$ cat src/rtl/uart_tx_fifo.sv
// Buffered 8N1 UART transmitter: byte FIFO feeding an LSB-first serialiser.
// Define UART_TX_PARITY_EN to insert an even-parity bit (8E1 framing).
module uart_tx_fifo #(
    parameter int CLK_BITS   = 10,
    parameter int FIFO_DEPTH = 4
) (
    input  logic                        clk,
    input  logic                        rst_n,
    input  logic [CLK_BITS-1:0]         clk_per_bit,
    input  logic [7:0]                  tx_data,
    input  logic                        tx_valid,
    output logic                        tx_ready,
    output logic                        uart_tx,
    output logic                        busy,
    output logic [$clog2(FIFO_DEPTH):0] fifo_count
);
    localparam int AW = $clog2(FIFO_DEPTH);
    localparam int CW = AW + 1;

    typedef enum logic [2:0] {
        S_IDLE,
        S_START,
        S_DATA,
`ifdef UART_TX_PARITY_EN
        S_PARITY,
`endif
        S_STOP
    } state_e;

    logic [7:0]          mem_q [FIFO_DEPTH];
    logic [AW-1:0]       wr_ptr_q, rd_ptr_q;
    logic [CW-1:0]       count_q;
    logic                push, pop, fifo_empty;

    state_e              state_q, state_d;
    logic [CLK_BITS-1:0] timer_q, timer_d;
    logic [CLK_BITS-1:0] period_q, period_d;
    logic [CLK_BITS-1:0] eff_per;
    logic [2:0]          bit_q, bit_d;
    logic [7:0]          shift_q, shift_d;
    logic                tx_q, tx_d;
    logic                start_frame;
`ifdef UART_TX_PARITY_EN
    logic                par_q, par_d;
`endif

    assign fifo_empty = (count_q == '0);
    assign tx_ready   = (count_q != CW'(FIFO_DEPTH));
    assign push       = tx_valid & tx_ready;
    assign fifo_count = count_q;
    assign busy       = (state_q != S_IDLE) || !fifo_empty;
    assign uart_tx    = tx_q;
    // Periods below 4 clocks are clamped so every bit is still observable.
    assign eff_per    = (clk_per_bit < CLK_BITS'(4)) ? CLK_BITS'(4) : clk_per_bit;

    always_ff @(posedge clk) begin
        if (push) mem_q[wr_ptr_q] <= tx_data;
    end

    always_ff @(posedge clk or negedge rst_n) begin
        if (!rst_n) begin
            wr_ptr_q <= '0;
            rd_ptr_q <= '0;
            count_q  <= '0;
        end else begin
            if (push) wr_ptr_q <= wr_ptr_q + AW'(1);
            if (pop)  rd_ptr_q <= rd_ptr_q + AW'(1);
            case ({push, pop})
                2'b10:   count_q <= count_q + CW'(1);
                2'b01:   count_q <= count_q - CW'(1);
                default: count_q <= count_q;
            endcase
        end
    end

    always_comb begin
        state_d     = state_q;
        timer_d     = timer_q;
        period_d    = period_q;
        bit_d       = bit_q;
        shift_d     = shift_q;
        tx_d        = 1'b1;
        start_frame = 1'b0;
        pop         = 1'b0;
`ifdef UART_TX_PARITY_EN
        par_d       = par_q;
`endif
        case (state_q)
            S_IDLE: begin
                if (!fifo_empty) start_frame = 1'b1;
            end
            S_START: begin
                tx_d = 1'b0;
                if (timer_q == '0) begin
                    state_d = S_DATA;
                    bit_d   = 3'd0;
                    timer_d = period_q - CLK_BITS'(1);
                end else begin
                    timer_d = timer_q - CLK_BITS'(1);
                end
            end
            S_DATA: begin
                tx_d = shift_q[0];
                if (timer_q == '0) begin
                    timer_d = period_q - CLK_BITS'(1);
                    shift_d = shift_q >> 1;
                    bit_d   = bit_q + 3'd1;
`ifdef UART_TX_PARITY_EN
                    if (bit_q == 3'd7) state_d = S_PARITY;
`else
                    if (bit_q == 3'd7) state_d = S_STOP;
`endif
                end else begin
                    timer_d = timer_q - CLK_BITS'(1);
                end
            end
`ifdef UART_TX_PARITY_EN
            S_PARITY: begin
                tx_d = par_q;
                if (timer_q == '0) begin
                    state_d = S_STOP;
                    timer_d = period_q - CLK_BITS'(1);
                end else begin
                    timer_d = timer_q - CLK_BITS'(1);
                end
            end
`endif
            S_STOP: begin
                if (timer_q == '0) begin
                    if (!fifo_empty) start_frame = 1'b1;
                    else             state_d     = S_IDLE;
                end else begin
                    timer_d = timer_q - CLK_BITS'(1);
                end
            end
            default: state_d = S_IDLE;
        endcase

        // Shared by IDLE and the last STOP cycle so back-to-back frames have no gap.
        if (start_frame) begin
            pop      = 1'b1;
            state_d  = S_START;
            shift_d  = mem_q[rd_ptr_q];
            period_d = eff_per;
            timer_d  = eff_per - CLK_BITS'(1);
`ifdef UART_TX_PARITY_EN
            par_d    = ^mem_q[rd_ptr_q];
`endif
        end
    end

    // tx_q follows the state one cycle late, giving a registered, glitch-free line.
    always_ff @(posedge clk or negedge rst_n) begin
        if (!rst_n) begin
            state_q  <= S_IDLE;
            timer_q  <= '0;
            period_q <= CLK_BITS'(4);
            bit_q    <= '0;
            shift_q  <= '0;
            tx_q     <= 1'b1;
`ifdef UART_TX_PARITY_EN
            par_q    <= 1'b0;
`endif
        end else begin
            state_q  <= state_d;
            timer_q  <= timer_d;
            period_q <= period_d;
            bit_q    <= bit_d;
            shift_q  <= shift_d;
            tx_q     <= tx_d;
`ifdef UART_TX_PARITY_EN
            par_q    <= par_d;
`endif
        end
    end
endmodule

$ cat config.mk
export PLATFORM = sky130hd
export DESIGN_NAME = uart_tx_fifo
export DESIGN_NICKNAME = d
export VERILOG_FILES = /design/src/rtl/uart_tx_fifo.sv
export SDC_FILE = /design/constraint.sdc
export NUM_CORES = 1
export LEC_CHECK = 0
export CAP_MARGIN = 10
export CORE_MARGIN = 4
export CORE_UTILIZATION = 30
export CTS_BUF_LIST = sky130_fd_sc_hd__clkbuf_8 sky130_fd_sc_hd__clkbuf_16
export CTS_CLUSTER_SIZE = 12
export DETAILED_ROUTE_END_ITERATION = 12
export MAX_ROUTING_LAYER = met4
export REMOVE_ABC_BUFFERS = 1
export SYNTH_ARGS = -nofsm -noshare
export SYNTH_HDL_FRONTEND = slang
export SYNTH_SLANG_ARGS = --single-unit
export TNS_END_PERCENT = 5
$ cat constraint.sdc
create_clock -name clk -period 5.5 [get_ports clk]
set_clock_uncertainty 0.2 [all_clocks]
set_input_delay 1.1 -clock clk [delete_from_list [all_inputs] [get_ports clk]]
set_output_delay 1.1 -clock clk [all_outputs]
set_load 0.05 [all_outputs]
# Yosys cells after proc, flatten, opt, wreduce, memory -nomap -nowiden
# Memories as Yosys holds them, arrays and structs flattened.
# Cells that the tools add are included.
# classes
n_addsub	8
bitwise_logic	1
muxes	26
n_reduce_logical	16
eq_ne	16
order_cmp	1
# op_table
operator	n
$mux W10	4
$sub A10 B1 Y10 const B	3
$mux W3	8
$mux W8	3
$ne A3 B3 Y1 const B	7
$pmux W10 S2	1
$pmux W3 S2	2
$pmux W3 S4	1
$logic_not A10 Y1	1
$lt A10 B3 Y1 const B	1
$reduce_bool A2 Y1	4
$add A3 B1 Y3 const B	2
$eq A3 B2 Y1 const B	2
$logic_not A3 Y1	2
$ne A2 B2 Y1 const B	3
$reduce_and A6 Y1	1
$reduce_bool A3 Y1	2
$mux W1	5
$add A2 B1 Y2 const B	2
$pmux W1 S2	2
$reduce_and A2 Y1	2
$eq A3 B1 Y1 const B	1
$eq A3 B3 Y1 const B	1
$reduce_and A3 Y1	1
other kinds (7)	7
# totals
register_bits	42
ramBits	32
out_inout_bits	6
memories	1
# memory_table
memory	words	width	rd	rd_clocked_by_memory_dff	wr	line_no	text
mem_q	4	8	1	0	1	30	logic [7:0] mem_q [FIFO_DEPTH];

# Depth between registers and ports, before layout
# Gate-level depths: netlist of run 1.
# logic_depth
word_depth	7
depth_mapped	15
depth_no_buf	12

# Worst setup path before layout of run 1
# OpenSTA, ideal clock, no wires.
# synth_timing
path_type	register to register
startpoint	reg timer_q[0]
endpoint	reg count_q[2], in the netlist fifo_count[2]
required_time_ns	5.218
setup_time_ns	0.082
n_path_buf	3
path_slack_ns	2.414
stages_incl_launch_ff	16
arrival_ns	2.804
cell_sequence	dfrtp_1 -> inv_1 -> ha_1 -> nor2b_1 -> clkbuf_1 -> a41oi_1 -> or3_4 -> inv_2 -> buf_6 -> buf_6 -> ha_1 -> inv_1 -> fa_1 -> xor2_1 -> nor2_1 -> xor2_1
# synth_between
elab_chain_len	6
word_cells_on_any_way	8
cone_classes	eq/ne: 2; mux: 4; reduce/logical: 2
# synth_rtl
element	line_no	text
from (decl)	36	logic [CLK_BITS-1:0] timer_q, timer_d;
from (signal assigned)	166	timer_q <= timer_d;
$logic_not A10 Y1 (*)	129	if (timer_q == '0) begin
$mux W1 (*)	129	
$pmux W1 S2 (*)	88	case (state_q)
$mux W1 (*)	140	if (start_frame) begin
$eq A2 B1 Y1 / $eq A2 B2 Y1 (equally long branches)	68	case ({push, pop})
$pmux W3 S2 / $reduce_bool A2 Y1 (equally long branches)	-	
to (signal assigned)	69	2'b10: count_q <= count_q + CW'(1);
to (signal assigned)	70	2'b01: count_q <= count_q - CW'(1);
to (signal assigned)	71	default: count_q <= count_q;
to (decl)	32	logic [CW-1:0] count_q;
# Mark *: on every way between the ends. The rest lies on a longest branch, timed or not.
# A chain may end at the register's enable or synchronous reset.

# Final worst setup path of run 1
# layout_timing
startpoint	reg timer_q[5]
endpoint	reg count_q[2], in the netlist fifo_count[2]
# Same word-level chain as after synthesis.

==> results.json, run 1 <==
{
  "status": "finished clean",
  "cts_sinks": 73,
  "crit_type": "reg -> reg",
  "switching_share": 0.398,
  "p_switching_uw": 1050,
  "post-dp-hpwl_um": 5390,
  "die_h_um": 121,
  "drc": 0,
  "place_congestion": 0.822,
  "final_nets": 403,
  "fillerInstances": 1186,
  "antenna_cells": 0,
  "yosysWarnings": 0,
  "p_leak_uw": 0.00181,
  "worstPathRequired_ns": 5.55,
  "grt_usage": 0.114,
  "r2r_slack_ns": 1.65,
  "ys_seq_area_frac": 0.521,
  "routedWlPerCell_um": 14.1,
  "routed_wirelength_um": 7590,
  "yosysTopAreaCellShare": 0.255,
  "synth_common_cells": "nand2_1 (54), dfrtp_1 (39), edfxtp_1 (32)",
  "regArea_um2": 1990,
  "reg2reg_depth": 10,
  "rows": 40,
  "maxCapViolations": 0,
  "insertion_delay_ns": 0.33,
  "synth_area_per_cell_um2": 11.1,
  "ios": 27,
  "rsz0062_at_grt": "false",
  "ctsResizeCount": 0,
  "syn_inst": 345,
  "synth_top_area_cell": "dfrtp_1",
  "placed_area_um2": 4200,
  "final.setup.tns_ns": 0,
  "maxSlewViolCount": 0,
  "p_clk_frac": 0.224,
  "hold_depth": 1,
  "numCtsBuffers": 9,
  "fin_total_pwr_uw": 2620,
  "drtAntennaViolNets": 0,
  "drive_gt1_frac": 0.102,
  "cts-root-buf": "clkbuf_16",
  "hold_class": "reg -> reg",
  "htree_levels": 3,
  "synth_cell_types": 59,
  "synthTopCellsByArea": "dfrtp_1 (26%), edfxtp_1 (25%), nand2_1 (5.3%)",
  "clk_pin_slew_ns": 0.06,
  "syn_to_final_growth_pct": 18.0,
  "cts_tree": "done",
  "r2r-start": "timer_q[5]",
  "cp-start-kind": "register",
  "path_max_fanout": 40,
  "fin_crit_sh": 0.701,
  "fmaxAchievable_mhz": 260,
  "dr.first_iter.drc_count": 86,
  "hold_ws_ns": 0.285,
  "synthFlopType": "dfrtp_1",
  "worstReg2RegEnd": "fifo_count[2]",
  "coreArea_um2": 12300,
  "min_to": "uart_tx",
  "worst_slew_pin_slew_ns": 0.938,
  "min_period_ns": 3.85,
  "slew_headroom": 0.374,
  "clockBufferDepth": 2,
  "postLayoutCellArea_um2": 4510,
  "initial_utilization": 0.312,
  "firstDrtPassIters": 4,
  "critical_path.endpoint_type": "register",
  "startpoint": "timer_q[5]",
  "ir_drop_mv": 0.252,
  "post_cts_buffers": 0,
  "syn_area_um2": 3820,
  "synth_edf_count": 32,
  "hold_viol_final": 0,
  "grt-ovfl-total": 0,
  "power_density_nw_per_um2": 582,
  "yosysMostFrequentCell": "nand2_1",
  "vias": 2633,
  "antenna_found_initial": 0,
  "arrival_ns": 3.90,
  "synthArstFlopShare": 0.562,
  "grt_max_degree": 42,
  "die-area_um2": 14600,
  "holdBufCountCts": 0,
  "min_from": "shift_q[0]",
  "combPwrFrac": 0.409,
  "setup_violations": 0,
  "internal_power_uw": 1580,
  "grt_pass1_vias": 2599,
  "multi_input_area_um2": 1690,
  "p_seq_frac": 0.367,
  "io_buffers": 26,
  "synth-seq-cells": 73,
  "die_x_um": 121,
  "viasPerCell": 4.88,
  "grt_pass1_wl_um": 12900
}
## state kept, by name (all words and copies together) (netlist names)
name / flops
shift_q: 8
timer_q: 10
state_q: 2
rd_ptr_q: 2
period_q: 10
fifo_count: 3
bit_q: 3
wr_ptr_q: 2
mem_q: 32
uart_tx: 1
## placed cells by master, fill, tap and decap left out, drive strengths merged, types with 3 or more instances in the layout
master,Yosys,final
mux4,8,8
edfxtp,32,32
mux2i,10,10
o21ai,21,21
and3,7,7
mux2,4,4
xnor2,10,10
nand2,54,54
nor4,7,7
nand3,12,12
nor2,19,19
nor2b,3,3
inv,15,18
a21oi,12,12
ha,14,14
dfrtp,39,39
or4,3,3
xor2,9,9
clkdlybuf4s50,0,25
clkinv,0,3
nor3,8,8
clkbuf,6,9
o22ai,3,3
## power groups by stage
stage / Combinational, µW / Sequential [µW] / Clock [µW]
floorplan: 766 / 976 / 0
global placement: 1060 / 964 / 0
detailed placement: 1080 / 974 / 0
CTS: 1080 / 964 / 604
global route: 1220 / 1000 / 630
finish: 1070 / 963 / 589
## worst max path at each step
stage | endpoint | cells after the start | slack, ns
CTS | fifo_count[2] | 10 | 1.64
detailed placement | fifo_count[2] | 10 | 1.65
global placement | fifo_count[2] | 10 | 1.77
finish | fifo_count[2] | 10 | 1.65
floorplan | fifo_count[2] | 10 | 2.14
global route | fifo_count[2] | 10 | 1.33
## area by class of cell
class,count,share of cell area
timing repair buffer,26,0.0566
multi-input combinational,242,0.376
clock inverter,7,0.0172
clock buffer,9,0.0500
tap,168,0.0466
inverter,15,0.0125
sequential,73,0.441
## logic make-up (layout without fill, tap and decap cells)
| kind of cell | after synthesis | in the layout | synth area share |
|---|---|---|---|
| flops | 73 | 73 | 0.521 |
| compound gates | 60 | 60 | 0.101 |
| simple gates | 126 | 126 | 0.162 |
| mux | 22 | 22 | 0.0852 |
| buf+inv | 30 | 57 | 0.0360 |
| xor+xnor | 19 | 19 | 0.0436 |
| fa+ha+maj | 15 | 15 | 0.0511 |
## stage by stage
step | instances | util | setup WS, ns
final | 540 | 0.368 | 1.65
after global routing | 540 | 0.368 | 1.33
after CTS | 540 | 0.368 | 1.64
after detailed placement | 524 | 0.343 | 1.65
after global placement | 524 | 0.343 | 1.77
after floorplan | 330 | - | 2.14
## per-layer routing
layer  routed length, µm  global-route usage  share of wire
met1                3410               0.141           0.45
met4                 181              0.0482          0.024
met3                 207              0.0243          0.027
met5                   0                   -              0
met2                3790               0.182           0.50
## worst max-delay path: stages (launching register included)
cell and delay [ns]:
dfrtp_1 0.42, nor4_2 0.76, a41oi_1 0.19, or3_4 0.54, inv_2 0.49, ha_1 0.30
inv_1 0.06, fa_1 0.37, xor2_1 0.15, nor2_1 0.11, xor2_1 0.16
Note: power is estimated with default switching activity, not from simulation.
==> run 2: changes to the inputs <==
- clock period: 5.5 -> 3.6 ns (I/O delays scaled with it)
==> results.json, run 2 (synthesis gave the netlist of run 1 again) <==
{
  "status": "finished clean",
  "dr.first_iter.drc_count": 173,
  "p_leak_uw": 0.00182,
  "die-area_um2": 14600,
  "arrival_ns": 3.02,
  "cpLargestDelayFamily": "adder cells",
  "p_clk_frac": 0.201,
  "die_h_um": 121,
  "worstPathRequired_ns": 3.65,
  "postLayoutCellArea_um2": 4500,
  "cts_sinks": 73,
  "hold_depth": 1,
  "crit_chain": "ha_1, a41oi_1, or3_4, inv_2, ha_1, inv_1, fa_1, xor2_1, nor2_1, xor2_1",
  "fmaxAchievable_mhz": 337,
  "worstReg2RegEnd": "fifo_count[2]",
  "syn_to_final_growth_pct": 17.8,
  "worst_slew_pin_slew_ns": 0.933,
  "clockBufferDepth": 2,
  "r2r-start": "state_q[0]",
  "cp-start-kind": "register",
  "fin_crit_sh": 0.825,
  "p_seq_frac": 0.372,
  "min_to": "bit_q[2]",
  "switching_share": 0.404,
  "largest_reg_flops": 32,
  "final.setup.tns_ns": 0,
  "insertion_delay_ns": 0.33,
  "viasPerCell": 4.93,
  "maxSlewViolCount": 0,
  "dp_cells": 528,
  "reg2reg_depth": 10,
  "ir_drop_mv": 0.313,
  "ios": 27,
  "p_switching_uw": 1600,
  "min_from": "bit_q[2]",
  "final_common_cell": "nand2_1",
  "slew_headroom": 0.378,
  "groute.layer.met3.usage": 0.0257,
  "critical_path.endpoint_type": "register",
  "drive_gt1_frac": 0.106,
  "regMostFlops": "mem_q",
  "final_nets": 407,
  "routedWlPerCell_um": 14.4,
  "firstDrtPassIters": 4,
  "antenna_found_initial": 0,
  "path_max_fanout": 22,
  "min_period_ns": 2.97,
  "path_buf_inv": 2,
  "rows": 40,
  "setup_violations": 0,
  "numCtsBuffers": 9,
  "io_buffers": 26,
  "place_congestion": 0.794,
  "startpoint": "state_q[0]",
  "ctsResizeCount": 0,
  "maxCapViolations": 0,
  "drtAntennaViolNets": 0,
  "grt.met2_usage": 0.195,
  "crit_type": "reg -> reg",
  "cts-root-buf": "clkbuf_16",
  "clk_pin_slew_ns": 0.05,
  "post_cts_buffers": 0,
  "layout_common_cells": "nand2_1 (54), dfrtp_1 (39), edfxtp_1 (32)",
  "placed_area_um2": 4230,
  "rsz0062_at_grt": "false",
  "grt_max_degree": 42,
  "vias": 2681,
  "antenna_cells": 0,
  "r2r_slack_ns": 0.63,
  "grt_usage": 0.120,
  "grt_pass1_wl_um": 13600,
  "combPwrFrac": 0.427,
  "grt-busiest-layer": "met2",
  "hold_class": "reg -> reg",
  "fillerInstances": 1190,
  "largest_registers": "mem_q (32), period_q (10), timer_q (10)",
  "coreArea_um2": 12300,
  "grt_pass1_vias": 2747,
  "slowest_delay_ns": 0.54,
  "holdBufCountCts": 0,
  "initial_utilization": 0.312,
  "internal_power_uw": 2360,
  "power_density_nw_per_um2": 879,
  "final_cells": 544,
  "routed_wirelength_um": 7850,
  "use_met1": 0.150,
  "cts_tree": "done",
  "hold_viol_final": 0,
  "htree_levels": 3,
  "drc": 0,
  "crit_slowest_cell": "or3_4",
  "die_x_um": 121,
  "post-dp-hpwl_um": 5480,
  "grt-ovfl-total": 0
}
[run 2: changes by cell type in the layout (fill, tap and decap cells not counted), sizes merged]
| cell | delta |
|---|---|
| inv | -1 |
| buf | +4 |
| clkinv | +2 |
| bufinv | -1 |
[run 2: worst max-delay path by stage]
stage,slack [ns],to,depth (start not counted)
finish,0.63,fifo_count[2],10
global route,0.29,fifo_count[2],10
CTS,0.61,fifo_count[2],10
detailed placement,0.64,fifo_count[2],10
global placement,0.70,timer_q[9],6
floorplan,0.24,fifo_count[2],10
[run 2: stage by stage]
| step | total power [µW] | utilization | hold WS [ns] | setup slack (ns) |
|---|---|---|---|---|
| 6_report | 3960 | 0.367 | 0.299 | 0.631 |
| 5_1_grt | 4290 | 0.367 | 0.329 | 0.293 |
| 4_1_cts | 4000 | 0.367 | 0.304 | 0.612 |
| 3_5_place_dp | 3180 | 0.345 | 0.292 | 0.643 |
| 3_3_place_gp | 3150 | 0.345 | 0.280 | 0.701 |
| 2_1_floorplan | 2660 | - | 0.224 | 0.241 |
[run 2: layout make-up]
| type | instances | area [µm²] | area share |
|---|---|---|---|
| flip-flops and latches | 73 | 1990 | 0.442 |
| multi-input cells | 242 | 1690 | 0.376 |
| repair buffers | 30 | 285 | 0.0634 |
| clock buffers | 9 | 225 | 0.0501 |
| well taps | 168 | 210 | 0.0467 |
| inverters | 15 | 56.3 | 0.0125 |
| clock inverters | 7 | 40.0 | 0.00890 |
[run 2: per-layer routing]
metal,part of all wire,wire length (µm),vias to the layer above
met1,0.46,3600,1335
met3,0.024,188,8
met2,0.51,3980,32
met5,0,0,-
li1,-,-,1306
met4,0.012,94,0
[run 2: power groups by stage]
stage	sequential (µW)	combinational [µW]	clock, µW
finish	1470	1690	793
global route	1520	1920	854
CTS	1470	1710	814
detailed placement	1490	1700	0
global placement	1480	1670	0
floorplan	1490	1170	0
==> run 3: changes to the inputs <==
- clock period: 3.6 -> 2.8 ns (I/O delays scaled with it)
==> results.json, run 3 (synthesis gave the netlist of run 1 again) <==
{
  "maxSlewViolCount": 0,
  "multi_input_area_um2": 1710,
  "cts-root-buf": "clkbuf_16",
  "final_cells": 554,
  "antenna_found_initial": 0,
  "viasPerCell": 4.89,
  "grt-busiest-layer": "met2",
  "cts_tree": "done",
  "grt_pass1_wl_um": 13900,
  "setup_violations": 0,
  "holdBufCountCts": 0,
  "insertion_delay_ns": 0.33,
  "worstPathRequired_ns": 2.04,
  "numCtsBuffers": 9,
  "use_met1": 0.155,
  "firstDrtPassIters": 6,
  "status": "finished clean",
  "groute.layer.met3.usage": 0.0225,
  "drive_gt1_frac": 0.145,
  "fin_crit_sh": 0.948,
  "crit_slowest_cell": "clkdlybuf4s50_1",
  "slew_headroom": 0.373,
  "cp-start-kind": "register",
  "rsz0062_at_grt": "false",
  "io_buffers": 26,
  "p_leak_uw": 0.00189,
  "fin_total_pwr_uw": 5390,
  "cts_sinks": 73,
  "slowest_delay_ns": 0.85,
  "worst_slew_pin_slew_ns": 0.941,
  "ios": 27,
  "grt-ovfl-total": 0,
  "grt_usage": 0.124,
  "maxCapViolations": 0,
  "critical_path.endpoint_type": "primary output",
  "arrival_ns": 1.89,
  "initial_utilization": 0.312,
  "largest_reg_flops": 32,
  "die-area_um2": 14600,
  "regArea_um2": 1990,
  "dp_cells": 537,
  "routed_wirelength_um": 8250,
  "regMostFlops": "mem_q",
  "ir_drop_mv": 0.621,
  "die_x_um": 121,
  "syn_to_final_growth_pct": 21.5,
  "htree_levels": 3,
  "final_nets": 417,
  "dr.first_iter.drc_count": 103,
  "min_period_ns": 2.65,
  "largest_registers": "mem_q (32), period_q (10), timer_q (10)",
  "coreArea_um2": 12300,
  "die_h_um": 121,
  "fillerInstances": 1198,
  "routedWlPerCell_um": 14.9,
  "final_common_cell": "nand2_1",
  "antenna_cells": 0,
  "power_density_nw_per_um2": 1160,
  "grt_max_degree": 42,
  "place_congestion": 0.815,
  "grt_pass1_vias": 2765,
  "clk_pin_slew_ns": 0.06,
  "rows": 40,
  "hold_class": "in -> async",
  "vias": 2711,
  "crit_chain": "inv_1, nand3_1, clkdlybuf4s50_1",
  "fmaxAchievable_mhz": 377,
  "final.setup.tns_ns": 0,
  "post-dp-hpwl_um": 5670,
  "grt.met2_usage": 0.204,
  "drtAntennaViolNets": 0,
  "crit_type": "reg -> out",
  "path_max_fanout": 6,
  "clockBufferDepth": 2,
  "hold_viol_final": 0,
  "layout_common_cells": "nand2_1 (54), dfrtp_1 (38), edfxtp_1 (32)",
  "drc": 0
}
## run 3: cell count changes in the layout (fill, tap and decap cells not counted), sizes merged
cell,delta
bufinv,+2
inv,-1
clkdlybuf4s50,-1
clkinv,-1
dlymetal6s2s,+1
buf,+10
## run 3: layout make-up
type | count | area share
clock inverter | 7 | 0.0186
inverter | 15 | 0.0121
clock buffer | 9 | 0.0485
multi-input combinational | 242 | 0.368
sequential | 73 | 0.429
tap | 168 | 0.0453
timing repair buffer | 40 | 0.0782
## run 3: per-layer routing
layer  vias to the layer above  wire (µm)
li1                       1330          -
met1                      1330       3810
met2                        35       4140
met3                        16        179
met4                         0        130
met5                         -          0
## run 3: what timing repair did
| action | 4_1_cts | 5_1_grt |
|---|---|---|
| gates resized for setup | 0 | 8 |
| buffers inserted | 0 | 1 |
| endpoints found under the setup margin | 0 | 2 |
## run 3: path summary, 6_finish.rpt
| kind | slack [ns] | end | start | depth (start not counted) |
|---|---|---|---|---|
| setup / recovery | 0.15 | tx_ready | fifo_count[0] | 3 |
| hold / removal | 0.18 | bit_q[2] | rst_n | 1 |
| setup reg to reg | 0.16 | fifo_count[2] | timer_q[0] | 12 |
| hold reg to reg | 0.30 | bit_q[1] | bit_q[1] | 1 |
| max in group asynchronous | 1.59 | timer_q[8] | rst_n | 1 |
| min in group clk | 0.30 | bit_q[1] | bit_q[1] | 1 |
## run 3: critical path: cells and delay by family, from the launching register on
kind                   cells  cell delay, ns
DFF                        1            0.41
buffers and inverters      2            0.95
and+or+nand+nor            1            0.20
## run 3: metrics by stage
stage	hold slack, ns	utilization	area (µm²)	setup slack, ns
floorplan	0.0644	-	3740	-0.559
global placement	0.283	0.351	4300	0.138
detailed placement	0.285	0.351	4300	0.0820
CTS	0.215	0.376	4610	0.0196
global route	0.270	0.378	4640	0.00295
finish	0.177	0.378	4640	0.147
## run 3: where the power goes
part | switching [µW] | leakage [µW] | total [µW] | internal [µW]
registers | 364 | 0.000794 | 1900 | 1530
logic | 1290 | 0.000935 | 2270 | 979
clock network | 448 | 0.000158 | 1220 | 772
